**src/rtl/fetch_unit.sv**
```systemverilog
// Instruction-fetch stage: PC, req/ack instruction-memory reads, one-word buffer to IF/ID.
// Optional FETCH_PERF_EN adds perf_fetched / perf_dropped event counters.
module fetch_unit #(
    parameter logic [31:0] RESET_PC = 32'h0000_0000
) (
    input  logic        clk,
    input  logic        reset_n,
    input  logic        en,
    input  logic        redirect,
    input  logic [31:0] redirect_pc,
    output logic        imem_req,
    output logic [31:0] imem_addr,
    input  logic        imem_ack,
    input  logic [31:0] imem_rdata,
    output logic [31:0] inst_out,
    output logic [31:0] pcplus4_out,
    output logic        valid_out,
    output logic [1:0]  dbg_state
`ifdef FETCH_PERF_EN
    ,
    output logic [31:0] perf_fetched,
    output logic [31:0] perf_dropped
`endif
);

    // Handshake: a word transfers on any cycle where imem_req && imem_ack; imem_addr is
    // held while imem_req && !imem_ack. IF/ID takes the presented word on en && valid_out.
    typedef enum logic [1:0] {
        FETCH = 2'd0,
        VALID = 2'd1,
        DROP  = 2'd2
    } state_t;

    state_t      state;
    logic [31:0] pc;
    logic [31:0] buf_inst;
    logic [31:0] buf_pc4;
    logic [31:0] drop_addr;
    logic [31:0] pc_next;
    logic [31:0] target_pc;

    assign pc_next   = pc + 32'd4;
    assign target_pc = redirect_pc & 32'hFFFF_FFFC;

    assign valid_out   = (state == VALID);
    assign inst_out    = valid_out ? buf_inst : 32'd0;
    assign pcplus4_out = valid_out ? buf_pc4 : 32'd0;
    assign imem_addr   = (state == DROP) ? drop_addr : pc;
    assign dbg_state   = state;

    // In VALID a request is only worth issuing when the buffer is about to free up.
    always_comb begin
        imem_req = 1'b0;
        case (state)
            FETCH:   imem_req = 1'b1;
            DROP:    imem_req = 1'b1;
            VALID:   imem_req = en && !redirect;
            default: imem_req = 1'b0;
        endcase
        imem_req = imem_req && reset_n;
    end

    always_ff @(posedge clk or negedge reset_n) begin
        if (!reset_n) begin
            state     <= FETCH;
            pc        <= RESET_PC;
            buf_inst  <= 32'd0;
            buf_pc4   <= 32'd0;
            drop_addr <= 32'd0;
        end else begin
            case (state)
                FETCH: begin
                    if (redirect) begin
                        pc <= target_pc;
                        if (!imem_ack) begin
                            drop_addr <= pc;
                            state     <= DROP;
                        end
                    end else if (imem_ack) begin
                        buf_inst <= imem_rdata;
                        buf_pc4  <= pc_next;
                        pc       <= pc_next;
                        state    <= VALID;
                    end
                end
                VALID: begin
                    if (redirect) begin
                        pc    <= target_pc;
                        state <= FETCH;
                    end else if (en) begin
                        if (imem_ack) begin
                            buf_inst <= imem_rdata;
                            buf_pc4  <= pc_next;
                            pc       <= pc_next;
                        end else begin
                            state <= FETCH;
                        end
                    end
                end
                DROP: begin
                    // The stale transfer must finish at drop_addr before the new PC is used.
                    if (redirect) begin
                        pc <= target_pc;
                    end
                    if (imem_ack) begin
                        state <= FETCH;
                    end
                end
                default: state <= FETCH;
            endcase
        end
    end

`ifdef FETCH_PERF_EN
    logic fetched_evt;
    logic dropped_evt;

    assign fetched_evt = (state == VALID) && en && !redirect;
    assign dropped_evt = ((state == VALID) && redirect)
                      || ((state == FETCH) && redirect && imem_ack)
                      || ((state == DROP) && imem_ack);

    always_ff @(posedge clk or negedge reset_n) begin
        if (!reset_n) begin
            perf_fetched <= 32'd0;
            perf_dropped <= 32'd0;
        end else begin
            if (fetched_evt) perf_fetched <= perf_fetched + 32'd1;
            if (dropped_evt) perf_dropped <= perf_dropped + 32'd1;
        end
    end
`endif

endmodule

```
**config.mk**
```make
export PLATFORM = sky130hd
export DESIGN_NAME = fetch_unit
export DESIGN_NICKNAME = d
export VERILOG_FILES = /design/src/rtl/fetch_unit.sv
export SDC_FILE = /design/constraint.sdc
export NUM_CORES = 1
export LEC_CHECK = 0
export BUFFER_PORTS_ARGS = -buffer_cell sky130_fd_sc_hd__buf_2
export CAP_MARGIN = 20
export CORE_ASPECT_RATIO = 1.75
export CORE_MARGIN = 2
export CORE_UTILIZATION = 57
export CTS_CLUSTER_SIZE = 10
export DETAILED_ROUTE_END_ITERATION = 7
export PLACE_DENSITY = 0.83
export SYNTH_ARGS = -nofsm -noshare
export SYNTH_HDL_FRONTEND = slang
export SYNTH_SLANG_ARGS = --single-unit
```
**constraint.sdc**
```tcl
create_clock -name clk -period 3.45 [get_ports clk]
set_input_delay 0.345 -clock clk [delete_from_list [all_inputs] [get_ports clk]]
set_output_delay 0.345 -clock clk [all_outputs]
set_load 0.02 [all_outputs]
```
== Word level (Yosys, flattened, before mapping) ==
Cells that the tools add are included.

* Output and inout bits: 100
* Logic and storage cells: 57
* Register bits: 130
* Bits of input ports: 69

* Bitwise logic cells: 1
* Add/sub/neg operators: 1
* Multiplexer cells: 28
* Equality and inequality tests: 11
* Reduce and logical (&&, ||, !) cells: 11

{| class="wikitable"
|+ Operator list
! cell !! number
|-
| 32-bit two-way mux || 16
|-
| 32-bit case mux with 2 select lines || 2
|-
| 32-bit case mux with 3 select lines || 1
|-
| 32-bit by 3-bit adder with 32-bit output (second input constant) || 1
|-
| 2-bit two-way mux || 7
|-
| 3-bit inequality test (second input constant) || 4
|-
| 2-bit inequality test (second input constant) || 5
|-
| 2-bit case mux with 3 select lines || 1
|-
| 3-bit AND reduction || 2
|-
| 5-bit AND reduction || 1
|-
| 4-bit AND reduction || 1
|-
| 3-bit nonzero test || 1
|-
| 2-bit by 1-bit equality test with 1-bit output (second input constant) || 1
|-
| 2-bit equality test (second input constant) || 1
|-
| 1-bit logical AND || 2
|-
| 2-bit logical NOT || 1
|-
| 1-bit case mux with 2 select lines || 1
|-
| 2-bit nonzero test || 1
|-
| 2-bit OR reduction || 1
|-
| 1-bit logical NOT || 1
|-
| 1-bit NOT || 1
|}

== Depth between registers and ports, before layout ==
* Word-level depth: 5
* Gate-level depth with buffers: 8
* Depth with buffers taken out: 6

== Worst setup path before layout ==
OpenSTA, ideal clock, no wires.

* Path kind: register -> output
* From: register state[1] (netlist: dbg_state[1])
* To: output imem_addr[10]
* Data arrival time: 1627 ps
* Stages on the path, launching flop included: 5
* Required time: 3105 ps
* Setup slack: 1478 ps
* Path buffers: 2
* Cell sequence: dfrtp_1 > nor2b_1 > buf_2 > buf_1 > mux2_2

* Cells in the longest elaborated chain, start to end: 2

{| class="wikitable"
|+ Ends and longest elaborated chain
! item !! RTL line !! source
|-
| start: declaration || 34 || <nowiki>state_t state;</nowiki>
|-
| start signal: assignment || 65 || <nowiki>state <= FETCH;</nowiki>
|-
| start signal: assignment || 77 || <nowiki>state <= DROP;</nowiki>
|-
| start signal: assignment || 83 || <nowiki>state <= VALID;</nowiki>
|-
| 2-bit equality test || 48 || <nowiki>assign imem_addr = (state == DROP) ? drop_addr : pc;</nowiki>
|-
| 32-bit two-way mux || 48 ||
|-
| end: declaration || 12 || <nowiki>output logic [31:0] imem_addr,</nowiki>
|}

Every way passes these cells.

== Worst setup path after layout ==
* From: register state[0] (netlist: dbg_state[0])
* To: output inst_out[11]

* Cells in the longest elaborated chain, start to end: 2

{| class="wikitable"
|+ Ends and longest elaborated chain
! item !! RTL line !! source
|-
| 2-bit by 1-bit equality test with 1-bit output || 45 || <nowiki>assign valid_out = (state == VALID);</nowiki>
|-
| 32-bit two-way mux || 46 || <nowiki>assign inst_out = valid_out ? buf_inst : 32'd0;</nowiki>
|-
| end: declaration || 15 || <nowiki>output logic [31:0] inst_out,</nowiki>
|}

Every way passes these cells.

==> flow_summary.json <==
{
  "seq_area_sq_um": 3100,
  "ant_nets": 0,
  "clock_skew_ns": 0.00935,
  "drt-total-wl_um": 15800,
  "syn_inst": 620,
  "ys_top_cells_by_area": "dfrtp_1, mux2_2, and2_1",
  "critPathSlowestCell": "nor2b_4",
  "grt_setup_unrepaired": "false",
  "final_layout_size_suffix_gt1_share_pct": 39.6,
  "critPathKind": "reg -> out",
  "netlist_area_sq_um": 6460,
  "yosysTopAreaCell": "dfrtp_1",
  "max_stage_delay_ns": 0.79,
  "row_count": 51,
  "yosys.area.top_type_share_pct": 48.0,
  "yosysWarnings": 0,
  "final_nets": 830,
  "grt_antenna_before_repair": 1,
  "crit_family": "simple AND/OR/NAND/NOR gates",
  "insertion_delay_ns": 0.41,
  "ir_worst_vdd_mv": 0.452,
  "endpoint_kind": "output port",
  "grt.total_usage_pct": 26.4,
  "postSynthAreaPerCell_sq_um": 10.4,
  "critPathArrivalTime_ns": 2.30,
  "wl_per_cell_um": 17.5,
  "drtIter0Drc": 271,
  "crit_buf_inv": 2,
  "cts.repair.resized": 0,
  "die_x_um": 84.5,
  "viasPerCell": 5.77,
  "fin_ws_ns": 0.805,
  "setup_viol": 0,
  "multi_input_area_sq_um": 3160,
  "gr-total-overflow": 0,
  "pre_cts_ws_ns": 1.22,
  "num_vias": 5226,
  "initial_core_util_pct": 58.2,
  "finalMaxSlewViolations": 0,
  "slew_headroom_pct": 40.2,
  "nFillCells": 824,
  "fin_setup_tns_ns": 0,
  "synth.distinct_cells": 40,
  "die_h_um": 145,
  "clock_path_buffers": 2,
  "core_sq_um": 11100,
  "area_delta_synth_final_pct": 23.8,
  "cts_buffers": 17,
  "die_area_sq_um": 12200,
  "tightest_slew_ns": 0.894,
  "grt_pass1_wl_um": 25300,
  "routabilityCongestion": 0.834,
  "cts_tree": "yes",
  "start_kind": "register",
  "path_cells": "nor2b_4, buf_4, and2_1, buf_2",
  "finalCritPeriodShare_pct": 76.7,
  "hold_viol": 0,
  "final_common_cell": "buf_2",
  "cts.sinks": 124,
  "worst_ep_required_time_ns": 3.11,
  "powerDensity_nw_per_um2": 696,
  "remaining_drc_errors": 0,
  "leakage_nw": 3.69,
  "cap_violations": 0,
  "max_clock_freq_mhz": 378,
  "dp_hpwl_um": 11000,
  "clk_transition_reported_paths_ns": 0.06,
  "final_cell_mix": "buf_2, dfrtp_1, mux2_2, and2_1, nand2_1",
  "ys_ff_latch": 124,
  "ys_seq_area_share_pct": 48.0,
  "grt_max_degree": 57,
  "port-buffer-count": 162,
  "io_pins": 169,
  "root_buffer": "clkbuf_16",
  "hp-class": "in -> reg",
  "status": "finished clean",
  "h-tree-depth": 4,
  "drtPass1Iterations": 5,
  "critPathMaxFanout": 49,
  "min_period_ns": 2.64,
  "grt_pass1_vias": 5195
}
[cells by family after synthesis]
logic type / after synthesis / share of synthesized area, %
and+or+nand+nor: 195 / 16.8
xor gates and xnor gates: 28 / 3.80
other: 1 / 0.0581
buffers and inverters: 59 / 3.93
muxes: 94 / 16.3
DFF: 124 / 48.0
adders and majority gates: 1 / 0.194
AOI/OAI and AO/OA: 118 / 10.9
[metrics by stage]
step	cells	util [%]	power (mW)	hold slack [ns]	instance area, sq um
3_5_place_dp	872	66.1	3.66	0.379	7340
3_3_place_gp	872	66.1	3.57	0.374	7340
2_1_floorplan	623	-	3.21	0.0494	6470
5_1_grt	906	72.0	5.84	0.161	8000
4_1_cts	905	72.0	5.59	0.152	8000
6_report	906	72.0	5.56	0.162	8000
[worst paths after layout]
kind | start | end | slack (ns) | cells past startpoint
setup / recovery | dbg_state[0] | inst_out[11] | 0.81 | 4
hold / removal | imem_rdata[11] | buf_inst[11] | 0.16 | 2
setup reg to reg | pc[4] | buf_pc4[25] | 1.11 | 5
hold reg to reg | buf_pc4[2] | buf_pc4[2] | 0.47 | 1
max in group asynchronous | reset_n | buf_pc4[31] | 1.99 | 3
min in group asynchronous | reset_n | buf_inst[15] | 0.46 | 2
[layout make-up]
| type | count | share of cell area (%) |
|---|---|---|
| Tap cell | 132 | 2.06 |
| Clock inverter | 10 | 2.02 |
| Antenna cell | 1 | 0.0313 |
| Clock buffer | 22 | 6.05 |
| Sequential cell | 124 | 38.8 |
| Inverter | 4 | 0.188 |
| Multi-Input combinational cell | 440 | 39.5 |
| Timing Repair Buffer | 173 | 11.4 |
[flip-flops by register name, summed over array words and instances (netlist names)]
register	cells
buf_inst	32
drop_addr	30
dbg_state	2
buf_pc4	30
pc	30
[worst reg2reg max path, cell delays in order, from the launching register on]
cell and delay (ns):
dfrtp_1 0.51, nand3_1 0.40, nor2_1 0.60, nand4_1 0.29, xor2_1 0.22, o21ai_0 0.21
[power breakdown]
group	internal [mW]	total [mW]	switching [mW]	leakage, nW
sequential	1.88	2.21	0.331	1.45
combinational	0.664	1.44	0.772	1.93
clock	1.28	1.92	0.632	0.308
[cell usage after synthesis, drive strengths merged]
cell / n
o21ai: 43
nand4: 8
or2: 1
xnor2: 9
a21o: 3
and2: 67
and3: 3
nor2b: 2
nand2: 57
o22ai: 15
a21oi: 33
nand2b: 5
a31oi: 1
a221o: 2
xor2: 19
clkbuf: 29
nor2: 7
dfrtp: 124
a21boi: 3
inv: 4
or3: 4
mux2: 91
nor4: 4
nor3b: 1
nor3: 6
buf: 26
conb: 1
o311ai: 2
a41oi: 1
a2bb2oi: 15
nand3: 30
ha: 1
mux2i: 3
[repair_timing]
action / CTS / global route
hold buffers: 1 / 0
setup buffers: 0 / 0
endpoints found under the hold margin: 43 / 0
[per-layer routing]
layer / wire (um) / vias up / GRT usage (%) / share of wire, %
li1: - / 2437 / - / -
met1: 5960 / 2534 / 29.7 / 38
met2: 8530 / 218 / 48.1 / 54
met3: 845 / 37 / 4.31 / 5.3
met4: 503 / 0 / 12.9 / 3.2
met5: 0 / - / 0 / 0
Power figures use the tool's default switching activity.
